<file path="src/rtl/axil_read_arbiter.sv">
// Purpose : shares one AXI-Lite read channel between instruction fetch and data load.
// Latency : Valid is high 3 cycles after the request is sampled in S_IDLE, plus one cycle per AR/R stall.
// Backpress: one transaction at a time; requests are level signals held until Valid, and slave stalls hold the FSM.
//
// Ports:
//   i_Clock, i_Reset_n                  clock (rising edge), async active-low reset
//   i_Instr_Req/Addr, o_Instr_Data/Valid fetch requester (level req, 1-cycle valid pulse)
//   i_Data_Req/Addr,  o_Data_Rdata/Valid load requester  (level req, 1-cycle valid pulse)
//   o_axil_ar*, i_axil_arready          AXI-Lite read address channel
//   i_axil_r*,  o_axil_rready           AXI-Lite read data channel
//   o_Busy                              high whenever the FSM is not idle
// Build option: define ARB_ROUND_ROBIN_EN for round-robin tie breaking;
//   otherwise data has fixed priority over instr.
module axil_read_arbiter #(
   parameter int XLEN       = 32,
   parameter int ADDR_WIDTH = 16,
   parameter int DATA_WIDTH = 32
) (
   input  logic                  i_Clock,
   input  logic                  i_Reset_n,
   input  logic                  i_Instr_Req,
   input  logic [XLEN-1:0]       i_Instr_Addr,
   output logic [DATA_WIDTH-1:0] o_Instr_Data,
   output logic                  o_Instr_Valid,
   input  logic                  i_Data_Req,
   input  logic [XLEN-1:0]       i_Data_Addr,
   output logic [DATA_WIDTH-1:0] o_Data_Rdata,
   output logic                  o_Data_Valid,
   output logic [ADDR_WIDTH-1:0] o_axil_araddr,
   output logic                  o_axil_arvalid,
   input  logic                  i_axil_arready,
   input  logic [DATA_WIDTH-1:0] i_axil_rdata,
   input  logic                  i_axil_rvalid,
   output logic                  o_axil_rready,
   output logic                  o_Busy
);

   localparam logic [1:0] S_IDLE = 2'd0;
   localparam logic [1:0] S_AR   = 2'd1;
   localparam logic [1:0] S_R    = 2'd2;
   localparam logic [1:0] S_DONE = 2'd3;

   logic [1:0]            state_q;
   logic                  grant_data_q;   // 1: data port owns the transaction
   logic [ADDR_WIDTH-1:0] addr_q;
   logic [DATA_WIDTH-1:0] data_q;
   logic                  any_req;
   logic                  pick_data;

   assign any_req = i_Instr_Req | i_Data_Req;

`ifdef ARB_ROUND_ROBIN_EN
   // Remembers who won last; resets to DATA so the first tie goes to instr.
   logic last_data_q;

   assign pick_data = i_Data_Req & (~i_Instr_Req | ~last_data_q);

   always_ff @(posedge i_Clock or negedge i_Reset_n) begin
      if (!i_Reset_n) begin
         last_data_q <= 1'b1;
      end else if (state_q == S_IDLE && any_req) begin
         last_data_q <= pick_data;
      end
   end
`else
   // Fixed priority: a load always beats a fetch.
   assign pick_data = i_Data_Req;
`endif

   // Only the low ADDR_WIDTH bits reach the bus; upper address bits are dropped.
   logic unused_addr_bits;
   assign unused_addr_bits = ^{i_Instr_Addr, i_Data_Addr};

   always_ff @(posedge i_Clock or negedge i_Reset_n) begin
      if (!i_Reset_n) begin
         state_q      <= S_IDLE;
         grant_data_q <= 1'b0;
         addr_q       <= '0;
         data_q       <= '0;
      end else begin
         case (state_q)
            S_IDLE: begin
               if (any_req) begin
                  grant_data_q <= pick_data;
                  addr_q       <= pick_data ? i_Data_Addr[ADDR_WIDTH-1:0]
                                            : i_Instr_Addr[ADDR_WIDTH-1:0];
                  state_q      <= S_AR;
               end
            end
            S_AR: begin
               if (i_axil_arready) begin
                  state_q <= S_R;
               end
            end
            S_R: begin
               if (i_axil_rvalid) begin
                  data_q  <= i_axil_rdata;
                  state_q <= S_DONE;
               end
            end
            default: begin
               state_q <= S_IDLE;
            end
         endcase
      end
   end

   // Outputs decode straight from state so reset clears them in the same cycle.
   assign o_axil_arvalid = (state_q == S_AR);
   assign o_axil_araddr  = (state_q == S_AR) ? addr_q : '0;
   assign o_axil_rready  = (state_q == S_R);
   assign o_Busy         = (state_q != S_IDLE);
   assign o_Instr_Valid  = (state_q == S_DONE) & ~grant_data_q;
   assign o_Data_Valid   = (state_q == S_DONE) &  grant_data_q;
   assign o_Instr_Data   = o_Instr_Valid ? data_q : '0;
   assign o_Data_Rdata   = o_Data_Valid  ? data_q : '0;

endmodule

</file>
<file path="config.mk">
export PLATFORM = sky130hd
export DESIGN_NAME = axil_read_arbiter
export DESIGN_NICKNAME = d
export VERILOG_FILES = /design/src/rtl/axil_read_arbiter.sv
export SDC_FILE = /design/constraint.sdc
export NUM_CORES = 1
export LEC_CHECK = 0
export BUFFER_PORTS_ARGS = -buffer_cell sky130_fd_sc_hd__buf_2
export CORE_MARGIN = 10
export CORE_UTILIZATION = 41
export CTS_CLUSTER_DIAMETER = 40
export DETAILED_ROUTE_END_ITERATION = 12
export GPL_ROUTABILITY_DRIVEN = 1
export GPL_TIMING_DRIVEN = 0
export PLACE_DENSITY_LB_ADDON = 0.12
export SLEW_MARGIN = 0
export SYNTH_ARGS = -nofsm -noshare
export SYNTH_HDL_FRONTEND = slang
export SYNTH_SLANG_ARGS = --single-unit
</file>
<file path="constraint.sdc">
create_clock -name i_Clock -period 2 [get_ports i_Clock]
set_clock_uncertainty 0.15 [all_clocks]
set_input_delay 0.3 -clock i_Clock [delete_from_list [all_inputs] [get_ports i_Clock]]
set_output_delay 0.3 -clock i_Clock [all_outputs]
set_load 0.01 [all_outputs]
</file>
**Word-level counts from Yosys, hierarchy flattened**

Cells that the tools add are included.

- Register bits: 51
- Bits in latches: 0
- Memory bits (writable): 0
- Bits in read-only memories: 0
- Output and inout bits: 85
- Memories: 0

- Add/subtract/negate cells: 0
- Multipliers: 0
- Div/mod/pow operators: 0
- $lt $le $gt $ge: 0
- Equality and inequality tests: 6
- Shift-type cells: 0
- Muxes and demuxes: 8
- Bitwise operators: 4
- Reductions and logical operators: 5

Operators by type and width:

| kind | number |
|---|---|
| 32-bit 2-to-1 mux | 2 |
| 16-bit 2-to-1 mux | 2 |
| 2-bit 2-to-1 mux | 3 |
| 2-bit case mux with 3 select lines | 1 |
| 2-bit equality test (second input constant) | 2 |
| 2-bit inequality test (second input constant) | 2 |
| 2-bit AND reduction | 2 |
| 3-bit AND reduction | 1 |
| 1-bit bitwise AND | 2 |
| 2-bit by 1-bit equality test with 1-bit output (second input constant) | 1 |
| 2-bit logical NOT | 1 |
| 2-bit by 1-bit inequality test with 1-bit output (second input constant) | 1 |
| 2-bit nonzero test | 1 |
| 1-bit inverter | 1 |
| 1-bit OR | 1 |

**Depth between registers and ports, before layout**

- Depth after elaboration: 3
- Mapped depth: 6

**Worst setup path before layout**

No wires, ideal clock.

- Kind: register -> output
- From: register state_q[1]
- To: output port o_Instr_Data[22]
- Arrival: 1.346 ns
- Required time: 1.550 ns
- Path slack: 0.204 ns
- Cell stages (with the launch flop): 5
- Path buffers: 1
- Cell sequence: dfrtp_1 ha_1 nor2b_1 clkbuf_1 and2_1

- Word-level cells in the longest chain between the ends: 3

Ends and longest elaborated chain:

| what | RTL line | source |
|---|---|---|
| start, declared | 43 | `logic [1:0] state_q;` |
| start signal, assigned | 76 | `state_q <= S_IDLE;` |
| start signal, assigned | 87 | `state_q <= S_AR;` |
| start signal, assigned | 92 | `state_q <= S_R;` |
| 2-bit equality test | 113 | `assign o_Instr_Valid = (state_q == S_DONE) & ~grant_data_q;` |
| 1-bit bitwise AND | 113 |  |
| named net o_Instr_Valid | 24 | `output logic o_Instr_Valid,` |
| 32-bit 2-to-1 mux | 115 | `assign o_Instr_Data = o_Instr_Valid ? data_q : '0;` |
| end, declared | 23 | `output logic [DATA_WIDTH-1:0] o_Instr_Data,` |

The timed path passes the listed nets, and every way through them passes these cells.

**Worst setup path after layout**

- From: register state_q[1]
- To: output port o_Instr_Data[23]

- Word-level cells in the longest chain between the ends: 3

Ends and longest elaborated chain:

| what | RTL line |
|---|---|
| 2-bit equality test | 113 |
| 1-bit bitwise AND | 113 |
| 32-bit 2-to-1 mux | 115 |

Every way passes these cells.

==> results_dict.tcl <==
set metrics [dict create \
    grt_use_total 0.1463 \
    hold_path.class "in2async" \
    core_mm2 0.006350 \
    startpoint_type "register" \
    slew_violations 0 \
    wl_per_cell_um 16.12 \
    postSynthNetCount 357 \
    clkPwrFrac 0.118 \
    fin_area_mm2 0.003931 \
    post-route-min-period_ns 2.103 \
    swShare 0.3672 \
    clock-root-buffer "clkbuf_8" \
    p_total_mw 5.065 \
    path_delay_family "flip-flops" \
    fin_util 0.6191 \
    io_pins 187 \
    routed_wl_um 7965 \
    dp.cells 480 \
    instances_no_fill 494 \
    crit_path_end_kind "primary output" \
    antenna_found_initial 1 \
    avgSynthCellArea_um2 10.72 \
    ir_drop_mv 0.7029 \
    cp.arrival_ns 1.65 \
    place_congestion 0.7566 \
    p_sw_mw 1.860 \
    die_h_um 100.9 \
    clkTransAtPathRegs_ns 0.09 \
    seq_power_share 0.370 \
    cts.path.max_buffers 2 \
    cts_buffers 5 \
    rsz0062_at_grt "true" \
    leakage_nw 2.246 \
    cts_hold_buf 0 \
    synth.distinct_cells 18 \
    htreeDepth 2 \
    area_growth_pct 46.69 \
    rr_worst_depth 4 \
    max_freq_ghz 0.4755 \
    p_comb_frac 0.512 \
    start_util 0.4221 \
    grt_pass1_wl_um 12050 \
    via_per_inst 4.719 \
    clkSinkCount 51 \
    dr.pass1.iters 4 \
    fin_crit_sh 1.052 \
    path_buf_inv 3 \
    worstMarginPinSlew_ns 1.169 \
    holdWs_ns 0.06664 \
    grt_pass1_vias 2394 \
    hold_viol_final 0 \
    crit_slowest_cell "dfrtp_1" \
    num_vias 2331 \
    ys.warnings.count 0 \
    cp_max_fo 8 \
    critical_path.cell_chain "ha_4 > nor2b_4 > buf_12 > clkbuf_16 > and2_1 > buf_2" \
    netlist_area_mm2 0.002680 \
    worst_skew_pair.late_latency_ns 0.29 \
    port-buffer-count 153 \
    overflow 0 \
    drtAntennaViolNets 0 \
    drc_errors 0 \
    place_ws_ns -0.1572 \
    tritoncts "done" \
    finalSetupViolCount 39 \
    place_area_mm2 0.003542 \
    slew_headroom 0.2204 \
    rows 29 \
    ys_ff_latch 51 \
    synthCells 250 \
    drv_cap 0 \
    cp_data_required_time_ns 1.55 \
    powerDensity_mw_per_mm2 1288 \
    criticalPathCategory "reg2out" \
    die_width_um 100.9 \
    dr.first_iter.drc_count 50 \
    status "finished with violations" \
    die_area_mm2 0.01017 \
    ys_top_cells_by_area "dfrtp_1 (48%), mux2_2 (13%), and2_1 (11%)" \
    violations "negative setup slack" \
    ys_seq_area_frac 0.4762 \
    drive_gt1_frac 0.5553 \
    synth_top_area_share 0.4762 \
    dpl.hpwl_um 6187 \
    setup_ws_ns -0.1032 \
    cp.depth 6 \
    nFillCells 544 \
    synth_largest_area_cell "dfrtp_1" \
    fin_setup_tns_ns -2.617 \
    grt_max_degree 52 \
    cpPeakStageDelay_ns 0.44 \
    nets 523 \
    internal-power_mw 3.205 \
]
[power groups by stage]
stage                     Sequential [mW]  Combinational [mW]  Clock (mW)
after detailed placement             1.87                2.25           0
after global placement               1.84                2.21           0
after CTS                            1.87                2.37       0.630
final                                1.88                2.59       0.597
after floorplan                      1.77                1.47           0
after global routing                 1.96                2.87       0.668
[cells in the final DEF (no fill, tap or decap), types with 3 or more instances in the layout]
master and count:
buf_4 4, and3_1 32, and2_4 15, dfrtp_1 50, buf_8 3, mux2i_1 17
clkbuf_4 3, mux2_2 32, buf_1 3, ha_1 3, inv_1 5, o21ai_0 17
and2_1 34, buf_2 143, buf_6 15, nand2_1 18, clkbuf_8 6
[kinds of logic (layout without fill, tap and decap cells)]
group	after synthesis	count (layout)	synth area share
adders and majority gates	5	5	0.02334
other	0	1	0
buffers and inverters	23	189	0.03782
muxes	50	50	0.2021
DFF	51	51	0.4762
AOI/OAI and AO/OA	20	20	0.04155
and+or+nand+nor	101	101	0.2190
[synthesized netlist by cell type (all sizes together)]
library cell and n:
buf 7, ha 5, and3 32, o21ai 17, o21bai 1, dfrtp 51
nand2 18, inv 5, clkbuf 11, a22o 1, mux2 33, mux2i 17
nor2b 1, nor2 1, and2 49, a222oi 1
[worst reg2reg max path, stage by stage, from the launching register on]
cell	delay, ns
dfrtp_1	0.44
buf_4	0.16
ha_1	0.21
a222oi_1	0.51
mux2_1	0.37
[registers in the layout, summed over array words and instances, names as in the netlist]
name          count
grant_data_q      1
addr_q           16
state_q           2
data_q           32
[layout make-up]
cell class / count / area [µm²] / area share
clock buffer: 6 / 82.58 / 0.02101
tap: 77 / 96.34 / 0.02451
antenna: 1 / 2.502 / 0.0006365
sequential: 51 / 1277 / 0.3250
inverter: 5 / 18.77 / 0.004774
clock inverter: 1 / 5.005 / 0.001273
buffer: 18 / 133.9 / 0.03405
multi-input combinational: 176 / 1373 / 0.3491
timing repair buffer: 159 / 942.2 / 0.2397
[worst paths after layout]
| check | from | to | slack, ns |
|---|---|---|---|
| max | state_q[1] | o_Instr_Data[23] | -0.10 |
| min | i_Reset_n | addr_q[0] | 0.07 |
| max reg2reg | state_q[1] | state_q[1] | 0.05 |
| min reg2reg | addr_q[12] | addr_q[12] | 0.33 |
| max in group asynchronous | i_Reset_n | state_q[0] | 0.84 |
| min in group i_Clock | i_axil_rdata[18] | data_q[18] | 0.08 |
[routing by layer]
metal,up-vias,global-route usage,wire length (µm)
met2,101,0.2359,3745
met4,0,0.03696,64
met1,1051,0.1707,3287
li1,1173,-,-
met3,6,0.06927,867
met5,-,0,0
[what timing repair did]
| item | 4_1_cts | 5_1_grt |
|---|---|---|
| gates cloned | 0 | 2 |
| resized for setup | 19 | 41 |
| pin swaps | 0 | 5 |
| setup buffers | 2 | 3 |
| setup endpoints to repair | 73 | 100 |
Note: power is estimated with default switching activity, not from simulation.
